===== config.mk =====
export PLATFORM = sky130hd
export DESIGN_NAME = counter_sequencer
export DESIGN_NICKNAME = d
export VERILOG_FILES = /design/src/rtl/counter_sequencer.sv
export SDC_FILE = /design/constraint.sdc
export NUM_CORES = 1
export LEC_CHECK = 0
export ABC_AREA = 1
export BUFFER_PORTS_ARGS = -buffer_cell sky130_fd_sc_hd__buf_2
export CORE_MARGIN = 2
export CORE_UTILIZATION = 52
export DETAILED_ROUTE_END_ITERATION = 12
export HOLD_SLACK_MARGIN = 0.02
export PLACE_DENSITY = 0.87
export SYNTH_ARGS = -nofsm -noshare
export SYNTH_HDL_FRONTEND = slang
export SYNTH_SLANG_ARGS = --single-unit

===== constraint.sdc =====
create_clock -name clock -period 2.89 [get_ports clock]
set_input_delay 0.4335 -clock clock [delete_from_list [all_inputs] [get_ports clock]]
set_output_delay 0.4335 -clock clock [all_outputs]
set_load 0.01 [all_outputs]

===== src/rtl/counter_sequencer.sv =====
// counter_sequencer: command-driven owner of a WIDTH-bit up-counter.
// Counts from 0 to a limit latched at START, then pulses done.
// In periodic mode it reloads to 0; in one-shot mode it holds at the limit.
// Every output is registered, so no cmd_* input reaches an output combinationally.
//
// state   | meaning
// --------+---------------------------------------------------------
// IDLE    | no count in progress, out = 0
// RUN     | counting toward limit_q, one step per cycle
// PAUSED  | count frozen by STOP, waiting for RESUME/START/CLEAR
// HOLD    | one-shot count finished, out parked at limit_q
module counter_sequencer #(
  parameter int WIDTH = 4
) (
  input  logic             clock,
  input  logic             reset,
  input  logic             cmd_valid,
  output logic             cmd_ready,
  input  logic [1:0]       cmd_op,
  input  logic [WIDTH-1:0] cmd_limit,
  input  logic             cmd_reload,
  output logic [WIDTH-1:0] out,
  output logic             busy,
  output logic             done
);

  typedef enum logic [1:0] {
    S_IDLE   = 2'd0,
    S_RUN    = 2'd1,
    S_PAUSED = 2'd2,
    S_HOLD   = 2'd3
  } state_t;

  localparam logic [1:0] OP_START  = 2'b00;
  localparam logic [1:0] OP_STOP   = 2'b01;
  localparam logic [1:0] OP_RESUME = 2'b10;
  localparam logic [1:0] OP_CLEAR  = 2'b11;

  state_t           state, state_nxt;
  logic [WIDTH-1:0] limit_q;
  logic             reload_q;
  logic [WIDTH-1:0] out_nxt;
  logic             done_nxt;
  logic             busy_nxt;
  logic             cmd_accept;
  logic             at_limit;
  logic             is_start;
  logic             is_stop;
  logic             is_resume;
  logic             is_clear;

  // Decode of the accepted command; a command only counts on a handshake.
  always_comb begin
    cmd_accept = cmd_valid && cmd_ready;
    at_limit   = (out == limit_q);
    is_start   = cmd_accept && (cmd_op == OP_START);
    is_stop    = cmd_accept && (cmd_op == OP_STOP);
    is_resume  = cmd_accept && (cmd_op == OP_RESUME);
    is_clear   = cmd_accept && (cmd_op == OP_CLEAR);
  end

  // State register plus the registered outputs and START-time configuration.
  always_ff @(posedge clock) begin
    if (reset) begin
      state     <= S_IDLE;
      out       <= '0;
      done      <= 1'b0;
      busy      <= 1'b0;
      cmd_ready <= 1'b1;
      limit_q   <= '0;
      reload_q  <= 1'b0;
    end else begin
      state     <= state_nxt;
      out       <= out_nxt;
      done      <= done_nxt;
      busy      <= busy_nxt;
      // Ready drops for exactly the cycle after an accepted command.
      cmd_ready <= !cmd_accept;
      if (is_start) begin
        limit_q  <= cmd_limit;
        reload_q <= cmd_reload;
      end
    end
  end

  // Next-state selection; accepted commands take priority over terminal count.
  always_comb begin
    state_nxt = state;
    case (state)
      S_IDLE: begin
        if (is_start) state_nxt = S_RUN;
      end
      S_RUN: begin
        if (is_start)                      state_nxt = S_RUN;
        else if (is_stop)                  state_nxt = S_PAUSED;
        else if (is_clear)                 state_nxt = S_IDLE;
        else if (is_resume)                state_nxt = S_RUN;
        else if (at_limit && !reload_q)    state_nxt = S_HOLD;
      end
      S_PAUSED: begin
        if (is_start || is_resume)         state_nxt = S_RUN;
        else if (is_clear)                 state_nxt = S_IDLE;
      end
      S_HOLD: begin
        if (is_start)                      state_nxt = S_RUN;
        else if (is_clear)                 state_nxt = S_IDLE;
      end
      default: state_nxt = S_IDLE;
    endcase
  end

  // Next values of the registered outputs.
  always_comb begin
    out_nxt  = out;
    done_nxt = 1'b0;
    busy_nxt = (state_nxt == S_RUN) || (state_nxt == S_PAUSED);
    if (is_start || is_clear) begin
      // Both restart and clear return the count to zero from any state.
      out_nxt = '0;
    end else begin
      case (state)
        S_IDLE: out_nxt = '0;
        S_RUN: begin
          // A RESUME while running is a no-op, but it still occupies the
          // handshake slot, so that cycle neither counts nor evaluates.
          if (!cmd_accept) begin
            if (at_limit) begin
              done_nxt = 1'b1;
              if (reload_q) out_nxt = '0;
            end else begin
              // Never wraps: out is capped by limit_q before overflowing.
              out_nxt = out + WIDTH'(1);
            end
          end
        end
        S_PAUSED: out_nxt = out;
        S_HOLD:   out_nxt = out;
        default:  out_nxt = '0;
      endcase
    end
  end

endmodule

==> reports/metrics.csv, run 1 <==
metric;value;unit
drive_above_1_share;0.285;
avgViaCountPerCell;5.08;
timing.final.hold_violations;0;
synth-seq-cells;14;
htree_levels;1;
fp-row-count;14;
synth_edf_count;0;
dp_hpwl;1280;um
cp.required;3.06;ns
vdd.ir_drop.worst;0.246;mV
placedInstanceArea;886;um^2
drtPass1Iterations;4;
antennaDiodeCount;0;
status;finished clean;
worst_setup_path_startpoint;cmd_ready$_SDFF_PP1_;
tritoncts_num_sinks;14;
drc_errors;0;
regToRegEndpoint;busy$_SDFF_PP0_;
min_period_over_period;0.506;
route.detailed.wl_per_inst;11.0;um
yosysUniqueCellTypes;22;
via_count;741;
grt_pass1_vias;731;
crit_path_end_kind;register;
cts.reportedPaths.clkPinSlew;0.08;ns
worst_pin_slew;0.368;ns
core_area;1470;um^2
max-slew-margin-rel;0.754;
final-max-slew-violation-count;0;
max-cap-violations;0;
number_of_nets_produced_by_synthesis;123;
post_synth_instance_area;791;um^2
post_cts.resized_instances;0;
cts.path.max_buffers;2;
io_buffers;16;
die-area;1850;um^2
leakage;0.437;nW
antenna_found_initial;0;
fill_cells;156;
synthCells;112;
initial_core_util;0.537;
floorplan.io_pins;17;
tritoncts;done;
syn2layout_area_growth;14.9;%
grt_max_degree;14;
timing.setup.critical_path_class;register to register;
yosys_most_used_dff;dfxtp_1;
reg2regPathDepth;7;
seqCellArea;280;um^2
cp_data_arrival_time;1.64;ns
finish.net_count;143;
critical_path_destination;busy$_SDFF_PP0_;
totalNegativeSetupSlack;0;ns
multi_input_area;442;um^2
cts.hold.buffers_added;0;
finalWirelength;1600;um
regToRegSetupSlack;1.43;ns
max_freq;684;MHz
syn_avg_cell_area;7.06;um^2
power_per_cell_area;422;nW/um^2
chipHeight;43.0;um
cts_buffers;3;
startpoint_type;register;
worst_clock_skew;0.00309;ns
grt_usage;0.214;
antenna_left;0;
clockRootBuffer;clkbuf_4;
rsz0062_at_grt;false;
worst_hold_path_type;primary input to register;
finalWeightedCongestion;0.841;
setup-violations-final;0;
async_reset_ff_frac;0;
finalWorstPathRequiredPeriod;1.46;ns
wire_length_of_the_first_global_routing_pass;3010;um
crit_path_max_fanout;13;
detail_route.iter0.violations;18;
reg2reg_from;cmd_ready$_SDFF_PP1_;
grt_overflow_total;0;
final_design_area_no_fill;908;um^2
insertion_delay;0.28;ns
cts_setup_buffers;0;
yosysWarnings;0;
dieWidth;43.0;um
ys_seq_area_frac;0.354;
-- area by class of cell --
class | count | area share
tap | 16 | 0.0220
sequential | 14 | 0.309
timing repair buffer | 16 | 0.0882
inverter | 17 | 0.0702
clock buffer | 3 | 0.0248
multi-input combinational | 80 | 0.486
-- Yosys cell counts, types with 3 or more instances --
cell type,count,share of area
o21ai_0,7,0.044
inv_1,13,0.062
nand3_1,6,0.038
nand2_4,3,0.043
nand2_1,29,0.14
nor2_1,7,0.033
a21oi_1,10,0.063
dfxtp_1,14,0.35
nand2_2,3,0.024
inv_2,4,0.019
-- state kept, by name, indices dropped and copies added (netlist names) --
register	cells
limit_q	4
out	4
state	2
busy	1
cmd_ready	1
done	1
reload_q	1
-- critical path: stages, from the launching register on --
cell,delay (ns)
dfxtp_1,0.34
nand2_2,0.11
nor2_4,0.13
nand2_1,0.24
a21oi_1,0.25
nor2_1,0.10
a21oi_1,0.13
nor2_1,0.06
-- cells by family (layout without fill, tap and decap cells) --
family                   after synthesis  count (layout)  share of synthesized area
XOR/XNOR                               2               2                     0.0222
AND/OR/NAND/NOR                       57              57                      0.383
AO/OA/AOI/OAI                         20              20                      0.138
buffers and inverters                 18              36                     0.0870
adder cells (fa/ha/maj)                1               1                     0.0158
flip-flops                            14              14                      0.354
-- layout by cell type, fill, tap and decap left out, drive strengths merged --
master  netlist  routed
nand3         8       8
buf           1      16
ha            1       1
nor2         11      11
dfxtp        14      14
o21a          1       1
nor4          1       1
nand2        35      35
o21ai         7       7
nor3b         1       1
clkbuf        0       3
inv          17      17
o21bai        1       1
nor3          1       1
a21oi        11      11
xor2          2       2
-- worst min-delay path by stage --
stage	from	to	slack (ns)	cells past startpoint
2_1_floorplan	limit_q[0]$_SDFFE_PP0P_	limit_q[0]$_SDFFE_PP0P_	0.44	2
3_3_place_gp	limit_q[2]$_SDFFE_PP0P_	limit_q[2]$_SDFFE_PP0P_	0.45	2
3_5_place_dp	limit_q[1]$_SDFFE_PP0P_	limit_q[1]$_SDFFE_PP0P_	0.47	2
4_1_cts	reset	state[1]$_SDFF_PP0_	0.35	2
5_1_grt	reset	state[1]$_SDFF_PP0_	0.34	2
6_report	reset	state[1]$_SDFF_PP0_	0.34	2
-- per-stage QoR --
stage	util	cells	worst slack, ns	total power [W]	hold slack, ns
3_3_place_gp	0.602	143	1.32	0.000277	0.452
3_5_place_dp	0.602	143	1.24	0.000280	0.468
6_report	0.617	146	1.43	0.000384	0.344
4_1_cts	0.617	146	1.43	0.000387	0.346
5_1_grt	0.617	146	1.21	0.000408	0.344
2_1_floorplan	-	112	1.64	0.000260	0.443
-- routing by layer --
metal | track usage | vias up | share of wire
li1 | - | 391 | -
met1 | 0.275 | 337 | 0.45
met2 | 0.345 | 11 | 0.51
met3 | 0.0383 | 2 | 0.033
met4 | 0.103 | 0 | 0.013
met5 | 0 | - | 0
-- where the power goes --
group	total (W)	switching (W)	internal (W)
sequential	0.000204	0.00000403	0.000200
clock	0.000109	0.0000602	0.0000483
combinational	0.0000715	0.0000460	0.0000255
total	0.000384	0.000110	0.000273
No activity file was read; power rests on OpenSTA's default activity.
==> run 2: changes to the inputs <==
--- a/config.mk
+++ b/config.mk
@@ -5,13 +5,13 @@
 export SDC_FILE = /design/constraint.sdc
 export NUM_CORES = 1
 export LEC_CHECK = 0
-export ABC_AREA = 1
+export ABC_AREA = 0
 export BUFFER_PORTS_ARGS = -buffer_cell sky130_fd_sc_hd__buf_2
 export CORE_MARGIN = 2
-export CORE_UTILIZATION = 52
+export CORE_UTILIZATION = 46
 export DETAILED_ROUTE_END_ITERATION = 12
 export HOLD_SLACK_MARGIN = 0.02
-export PLACE_DENSITY = 0.87
+export PLACE_DENSITY = 0.82
 export SYNTH_ARGS = -nofsm -noshare
 export SYNTH_HDL_FRONTEND = slang
 export SYNTH_SLANG_ARGS = --single-unit
==> constraint.sdc (replaced) <==
create_clock -name clock -period 1.3 [get_ports clock]
set_input_delay 0.195 -clock clock [delete_from_list [all_inputs] [get_ports clock]]
set_output_delay 0.195 -clock clock [all_outputs]
set_load 0.01 [all_outputs]
==> run 2 against run 1 <==
  * The flow now finishes with violations (negative setup slack)
  * Die area is 11% higher
  * Non-clock buffer count is 20 higher
  * Core utilization is 15 points higher
  * Area after synthesis is 0.63% lower
  * Power grew to 2.5 times the previous value
  * Critical path depth is 3 lower
  * Via count is 3.0% higher
  * Clock skew is 0.0062 ns higher
==> reports/metrics.csv, run 2 <==
metric;value;unit;change
min_period_over_period;1.08;;+0.569
initial_core_util;0.504;;-0.0334
cp.required;1.47;ns;-1.59 ns
wire_length_of_the_first_global_routing_pass;3190;um;+6.2%
yosysWarnings;0;;unchanged
cp_data_arrival_time;1.57;ns;-0.07 ns
dieWidth;45.3;um;+5.4%
timing.setup.critical_path_class;register to register;;
rsz0062_at_grt;true;;
power;0.000964;W;+150%
via_count;763;;+3.0%
max-slew-margin-rel;0.749;;-0.00471
tritoncts;done;;
cts.path.max_buffers;2;;unchanged
max-cap-violations;0;;unchanged
htree_levels;1;;unchanged
syn_avg_cell_area;9.58;um^2;+36%
leakage;0.496;nW;+14%
number_of_nets_produced_by_synthesis;93;;-24%
hold-worst-slack;0.143;ns;-0.201 ns
drc_errors;0;;unchanged
synthCells;82;;-27%
ys_seq_area_frac;0.357;;+0.00226
regToRegEndpoint;busy$_SDFF_PP0_;;
crit_path_max_fanout;3;;-10
final_core_util;0.763;;+0.146
power_per_cell_area;810;nW/um^2;+92%
antenna_found_initial;0;;unchanged
dp_hpwl;1380;um;+7.9%
multi_input_area;602;um^2;+36%
tritoncts_num_sinks;14;;unchanged
yosys_most_used_dff;dfxtp_1;;
clockRootBuffer;clkbuf_4;;
reg2regPathDepth;4;;-3
seqCellArea;300;um^2;+7.1%
grt_overflow_total;0;;unchanged
worst_hold_path_type;primary input to register;;
crit_path_end_kind;register;;
antenna_left;0;;unchanged
core_area;1560;um^2;+6.0%
status;finished with violations;;
cts_buffers;3;;unchanged
layout.cells.most_common;buf_4;;
startpoint_type;register;;
cts.hold.buffers_added;0;;unchanged
finalWirelength;2010;um;+25%
max_freq;716;MHz;+4.7%
chipHeight;45.3;um;+5.4%
finish.net_count;130;;-9.1%
ys_top_cells_by_count;14 x dfxtp_1, 7 x mux2i_1, 7 x nor2_1;;
failed_checks;negative setup slack;;
drive_above_1_share;0.556;;+0.271
netlist.top_cell.by_area;dfxtp_1;;
insertion_delay;0.29;ns;about the same
synth.most_common_cell;dfxtp_1;;
grt_max_degree;14;;unchanged
yosys_top_cell_area_share;0.357;;+0.00226
async_reset_ff_frac;0;;unchanged
fp-row-count;14;;unchanged
vdd.ir_drop.worst;0.621;mV;+150%
finalWorstPathRequiredPeriod;1.40;ns;-0.0654 ns
die-area;2050;um^2;+11%
syn2layout_area_growth;51.4;%;
critical_path_destination;busy$_SDFF_PP0_;;
reg2reg_from;out[2]$_SDFFE_PP0P_;;
synth.top_cells.by_area;dfxtp_1 36%, mux2i_1 8.9%, xnor2_2 4.1%;;
setup-violations-final;3;;+3
final-max-slew-violation-count;0;;unchanged
route.detailed.wl_per_inst;15.1;um;+38%
grt_pass1_vias;728;;-0.41%
grt_usage;0.222;;+0.00726
timing.final.hold_violations;0;;unchanged
avgViaCountPerCell;5.74;;+13%
final.setup.worst_slack;-0.0975;ns;-1.52 ns
yosysUniqueCellTypes;37;;+68%
fill_cells;109;;-30%
worst_clock_skew;0.00934;ns;+0.00625 ns
drtPass1Iterations;4;;unchanged
cts.reportedPaths.clkPinSlew;0.09;ns;about the same
detail_route.iter0.violations;10;;-8
finalWeightedCongestion;0.884;;+5.2%
dp_worst_setup_slack;-0.167;ns;-1.41 ns
post_synth_instance_area;786;um^2;-0.63%
totalNegativeSetupSlack;-0.157;ns;-0.157 ns
mostFrequentLayoutCells;18 x buf_4, 16 x buf_2, 7 x nor2_1, 7 x dfxtp_2, 6 x mux2i_1;;
worst_pin_slew;0.374;ns;+0.00620 ns
floorplan.io_pins;17;;unchanged
synth_edf_count;0;;unchanged
biggestRegsByFlops;limit_q x4, out x4, state x2;;
worst_setup_path_startpoint;out[2]$_SDFFE_PP0P_;;
antennaDiodeCount;0;;unchanged
io_buffers;16;;unchanged
regToRegSetupSlack;-0.1;ns;-1.52 ns
synth-seq-cells;14;;unchanged
==> run 2: cell count changes after synthesis, moves of 4 or more <==
| cell | previous run | this run |
|---|---|---|
| o21ai_0 | 7 | 3 |
| mux2i_1 | 0 | 7 |
| inv_2 | 4 | 0 |
| a21oi_1 | 10 | 1 |
| inv_1 | 13 | 2 |
| nand2b_1 | 0 | 4 |
| nand2_1 | 29 | 2 |
==> run 2: worst min-delay path by stage <==
stage                 start                      end  slack (ns)  cells past startpoint
2_1_floorplan  cmd_limit[0]  limit_q[0]$_SDFFE_PP0P_        0.34                      2
6_report       cmd_limit[1]  limit_q[1]$_SDFFE_PP0P_        0.14                      3
5_1_grt          cmd_reload    reload_q$_SDFFE_PP0P_        0.18                      3
3_5_place_dp     cmd_reload    reload_q$_SDFFE_PP0P_        0.44                      3
3_3_place_gp     cmd_reload    reload_q$_SDFFE_PP0P_        0.43                      3
4_1_cts        cmd_limit[1]  limit_q[1]$_SDFFE_PP0P_        0.16                      3
==> run 2: routing by layer <==
layer | vias up | GRT usage | part of all wire | routed length [um]
met5 | - | 0 | 0 | 0
met4 | 0 | 0.112 | 0.025 | 50
met3 | 8 | 0.0680 | 0.039 | 78
met2 | 25 | 0.371 | 0.50 | 1000
met1 | 357 | 0.252 | 0.44 | 874
li1 | 373 | - | - | -
==> run 2: critical path, cell delays in order (launching register included) <==
cell and delay (ns):
dfxtp_2 0.36, xnor2_4 0.21, nand4_4 0.14, o311ai_4 0.25, mux2_4 0.32
==> run 2: kinds of logic (layout without fill, tap and decap cells) <==
| kind of cell | Yosys count | in the layout | share of synthesized area |
|---|---|---|---|
| xor gates and xnor gates | 6 | 6 | 0.0860 |
| muxes | 8 | 8 | 0.104 |
| buffers and inverters | 6 | 41 | 0.0414 |
| AOI/OAI and AO/OA | 15 | 15 | 0.146 |
| DFF | 14 | 14 | 0.357 |
| adders and majority gates | 1 | 1 | 0.0159 |
| and+or+nand+nor | 32 | 32 | 0.250 |
==> run 2: repair_timing <==
item	in CTS	in global routing
setup buffers	1	3
endpoints found under the setup margin	5	11
gates resized for setup	19	6
pin swaps	1	4
==> run 2: final cells by class <==
cell class,instances,area share
Inverter,2,0.00631
Clock buffer,3,0.0189
Tap cell,16,0.0168
Sequential cell,14,0.252
Timing Repair Buffer,36,0.200
Multi-Input combinational cell,62,0.506
==> run 2: report_power, final <==
group          total (W)  leakage, nW  internal [W]  switching (W)
combinational   0.000252        0.364      0.000141       0.000111
sequential      0.000464        0.119      0.000444      0.0000193
clock           0.000248       0.0138      0.000108       0.000140
==> run 2: stage by stage <==
stage,instance area (um^2),cells
4_1_cts,1140,130
5_1_grt,1190,133
3_3_place_gp,1020,126
2_1_floorplan,831,82
3_5_place_dp,1020,126
6_report,1190,133
==> run 3: changes to the inputs <==
==> constraint.sdc (replaced) <==
create_clock -name clock -period 1.2 [get_ports clock]
set_input_delay 0.18 -clock clock [delete_from_list [all_inputs] [get_ports clock]]
set_output_delay 0.18 -clock clock [all_outputs]
set_load 0.01 [all_outputs]
==> run 3 against run 2 <==
  * The run still ends with negative setup slack left
  * Routed wire length grew 6.7%
  * Maximum frequency decreased by 0.44%
  * Clock-buffer cell count stayed put
  * Highest routed layer unchanged
  * Largest power group unchanged
  * Non-clock buffer count up 2
  * Critical path depth unchanged
  * Power rose by 10%
  * Core utilization up 3.4 points
  * Register-to-register slack lost 0.11 ns
  * Via count rose by 0.52%
  * Sequential power up 9.1%
  * Worst hold slack got worse by 0.023 ns
==> reports/metrics.csv, run 3 (same netlist as run 2, synthesis figures left out) <==
metric;value;unit;change
crit_path_end_kind;register;;
setup-violations-final;8;;+5
cts_buffers;3;;unchanged
floorplan.io_pins;17;;unchanged
vdd.ir_drop.worst;0.726;mV;+17%
grt_pass1_vias;753;;+3.4%
grt_usage;0.230;;+0.00846
timing.final.hold_violations;0;;unchanged
timing.setup.critical_path_class;register to register;;
drive_above_1_share;0.597;;+0.0411
dp.cells;125;;-0.79%
status;finished with violations;;
p_seq_frac;0.475;;-0.006
final-max-slew-violation-count;0;;unchanged
dp_worst_setup_slack;-0.243;ns;-0.0758 ns
worst_hold_path_type;primary input to register;;
crit_path_cell_trace;xnor2_4 > nand4_4 > o311ai_4 > mux2_4;;
cts.path.max_buffers;2;;unchanged
final_design_area_no_fill;1240;um^2;+4.4%
cts.reportedPaths.clkPinSlew;0.09;ns;about the same
detail_route.iter0.violations;13;;+3
swShare;0.287;;+0.00632
biggestRegsByFlops;limit_q x4, out x4, state x2;;
failed_checks;negative setup slack;;
wire_length_of_the_first_global_routing_pass;3280;um;+2.8%
worst_pin_slew;0.403;ns;+0.0287 ns
max_freq;712;MHz;-0.44%
hold-worst-slack;0.120;ns;-0.0231 ns
worst_clock_skew;0.0112;ns;+0.00190 ns
antennaDiodeCount;0;;unchanged
antenna_left;0;;unchanged
finalWirelength;2140;um;+6.7%
die-area;2050;um^2;unchanged
finalWorstPathRequiredPeriod;1.40;ns;+0.00611 ns
power_per_cell_area;857;nW/um^2;+5.7%
dp_hpwl;1330;um;-3.3%
max-slew-margin-rel;0.729;;-0.0199
cp_data_arrival_time;1.59;ns;+0.02 ns
final.setup.worst_slack;-0.204;ns;-0.106 ns
grt_overflow_total;0;;unchanged
via_count;767;;+0.52%
drtPass1Iterations;4;;unchanged
mostFrequentLayoutCells;18 x buf_4, 15 x buf_2, 7 x mux2i_1, 7 x nor2_1, 7 x dfxtp_2;;
finalWeightedCongestion;0.887;;+0.28%
placedInstanceArea;1010;um^2;-0.74%
htree_levels;1;;unchanged
crit_path_max_incr_delay;0.35;ns;about the same
layoutNonFillerInstCount;135;;+1.5%
regToRegSetupSlack;-0.20;ns;-0.11 ns
fp-row-count;14;;unchanged
tritoncts_num_sinks;14;;unchanged
cts.hold.buffers_added;0;;unchanged
rsz0062_at_grt;true;;
io_buffers;16;;unchanged
startpoint_type;register;;
cp_slowest_cell;dfxtp_2;;
fill_cells;95;;-13%
layout.cells.most_common;buf_4;;
grt_max_degree;14;;unchanged
critical-path-top-delay-family;flip-flops;;
chipHeight;45.3;um;unchanged
cp.required;1.39;ns;-0.08 ns
final_core_util;0.797;;+0.0337
avgViaCountPerCell;5.68;;-0.97%
syn2layout_area_growth;58.1;%;
tritoncts;done;;
antenna_found_initial;0;;unchanged
design_internal_power;0.000759;W;+9.4%
dieWidth;45.3;um;unchanged
insertion_delay;0.29;ns;about the same
min_period_over_period;1.17;;+0.0947
seqCellArea;304;um^2;+1.3%
route.detailed.wl_per_inst;15.9;um;+5.1%
max-cap-violations;0;;unchanged
clock_power_share;0.256;;about the same
leakage;0.516;nW;+3.9%
power_frac_comb;0.269;;+0.007
core_area;1560;um^2;unchanged
clockRootBuffer;clkbuf_4;;
finish.net_count;132;;+1.5%
initial_core_util;0.504;;unchanged
crit_buf_inv;0;;unchanged
drc_errors;0;;unchanged
crit_path_max_fanout;3;;unchanged
multi_input_area;622;um^2;+3.3%
switchingPower;0.000306;W;+13%
[run 3: power groups by stage]
| stage | clock (W) | combinational (W) | sequential [W] |
|---|---|---|---|
| floorplan | 0 | 0.000132 | 0.000514 |
| global route | 0.000298 | 0.000307 | 0.000509 |
| detailed placement | 0 | 0.000213 | 0.000514 |
| global placement | 0 | 0.000209 | 0.000512 |
| CTS | 0.000282 | 0.000237 | 0.000504 |
| finish | 0.000272 | 0.000286 | 0.000506 |
[run 3: timing repair]
| item | 4_1_cts | 5_1_grt |
|---|---|---|
| pin swaps | 6 | 4 |
| setup endpoints to repair | 10 | 11 |
| resized for setup | 8 | 26 |
| buffers inserted | 2 | 5 |
[run 3: area by class of cell]
type / instances / area share
inverter: 2 / 0.00604
sequential: 14 / 0.245
clock buffer: 3 / 0.0181
tap: 16 / 0.0161
multi-input combinational: 62 / 0.501
timing repair buffer: 38 / 0.215
[run 3: path summary, 6_finish.rpt]
| check | start | to | cells past startpoint |
|---|---|---|---|
| worst max-delay path | out[1]$_SDFFE_PP0P_ | busy$_SDFF_PP0_ | 4 |
| worst min-delay path | cmd_reload | reload_q$_SDFFE_PP0P_ | 3 |
| worst max register to register | out[1]$_SDFFE_PP0P_ | busy$_SDFF_PP0_ | 4 |
| worst min register to register | limit_q[0]$_SDFFE_PP0P_ | limit_q[0]$_SDFFE_PP0P_ | 2 |
[run 3: stage by stage]
stage	total power, W	TNS (ns)
final	0.00106	-0.849
after detailed placement	0.000727	-1.54
after floorplan	0.000646	-0.233
after global placement	0.000721	-1.17
after CTS	0.00102	-0.690
after global routing	0.00111	-1.73
[run 3: routing by layer]
layer | GRT usage | up-vias | wire length, um
met5 | 0 | - | 0
met4 | 0.106 | 0 | 53
met3 | 0.0760 | 6 | 107
met2 | 0.397 | 27 | 1060
met1 | 0.253 | 360 | 925
li1 | - | 374 | -
[run 3: worst min-delay path: cells and delay by family]
kind | cells | cell delay, ns
buffers and inverters | 1 | 0.07
muxes | 1 | 0.05
and+or+nand+nor | 1 | 0.07
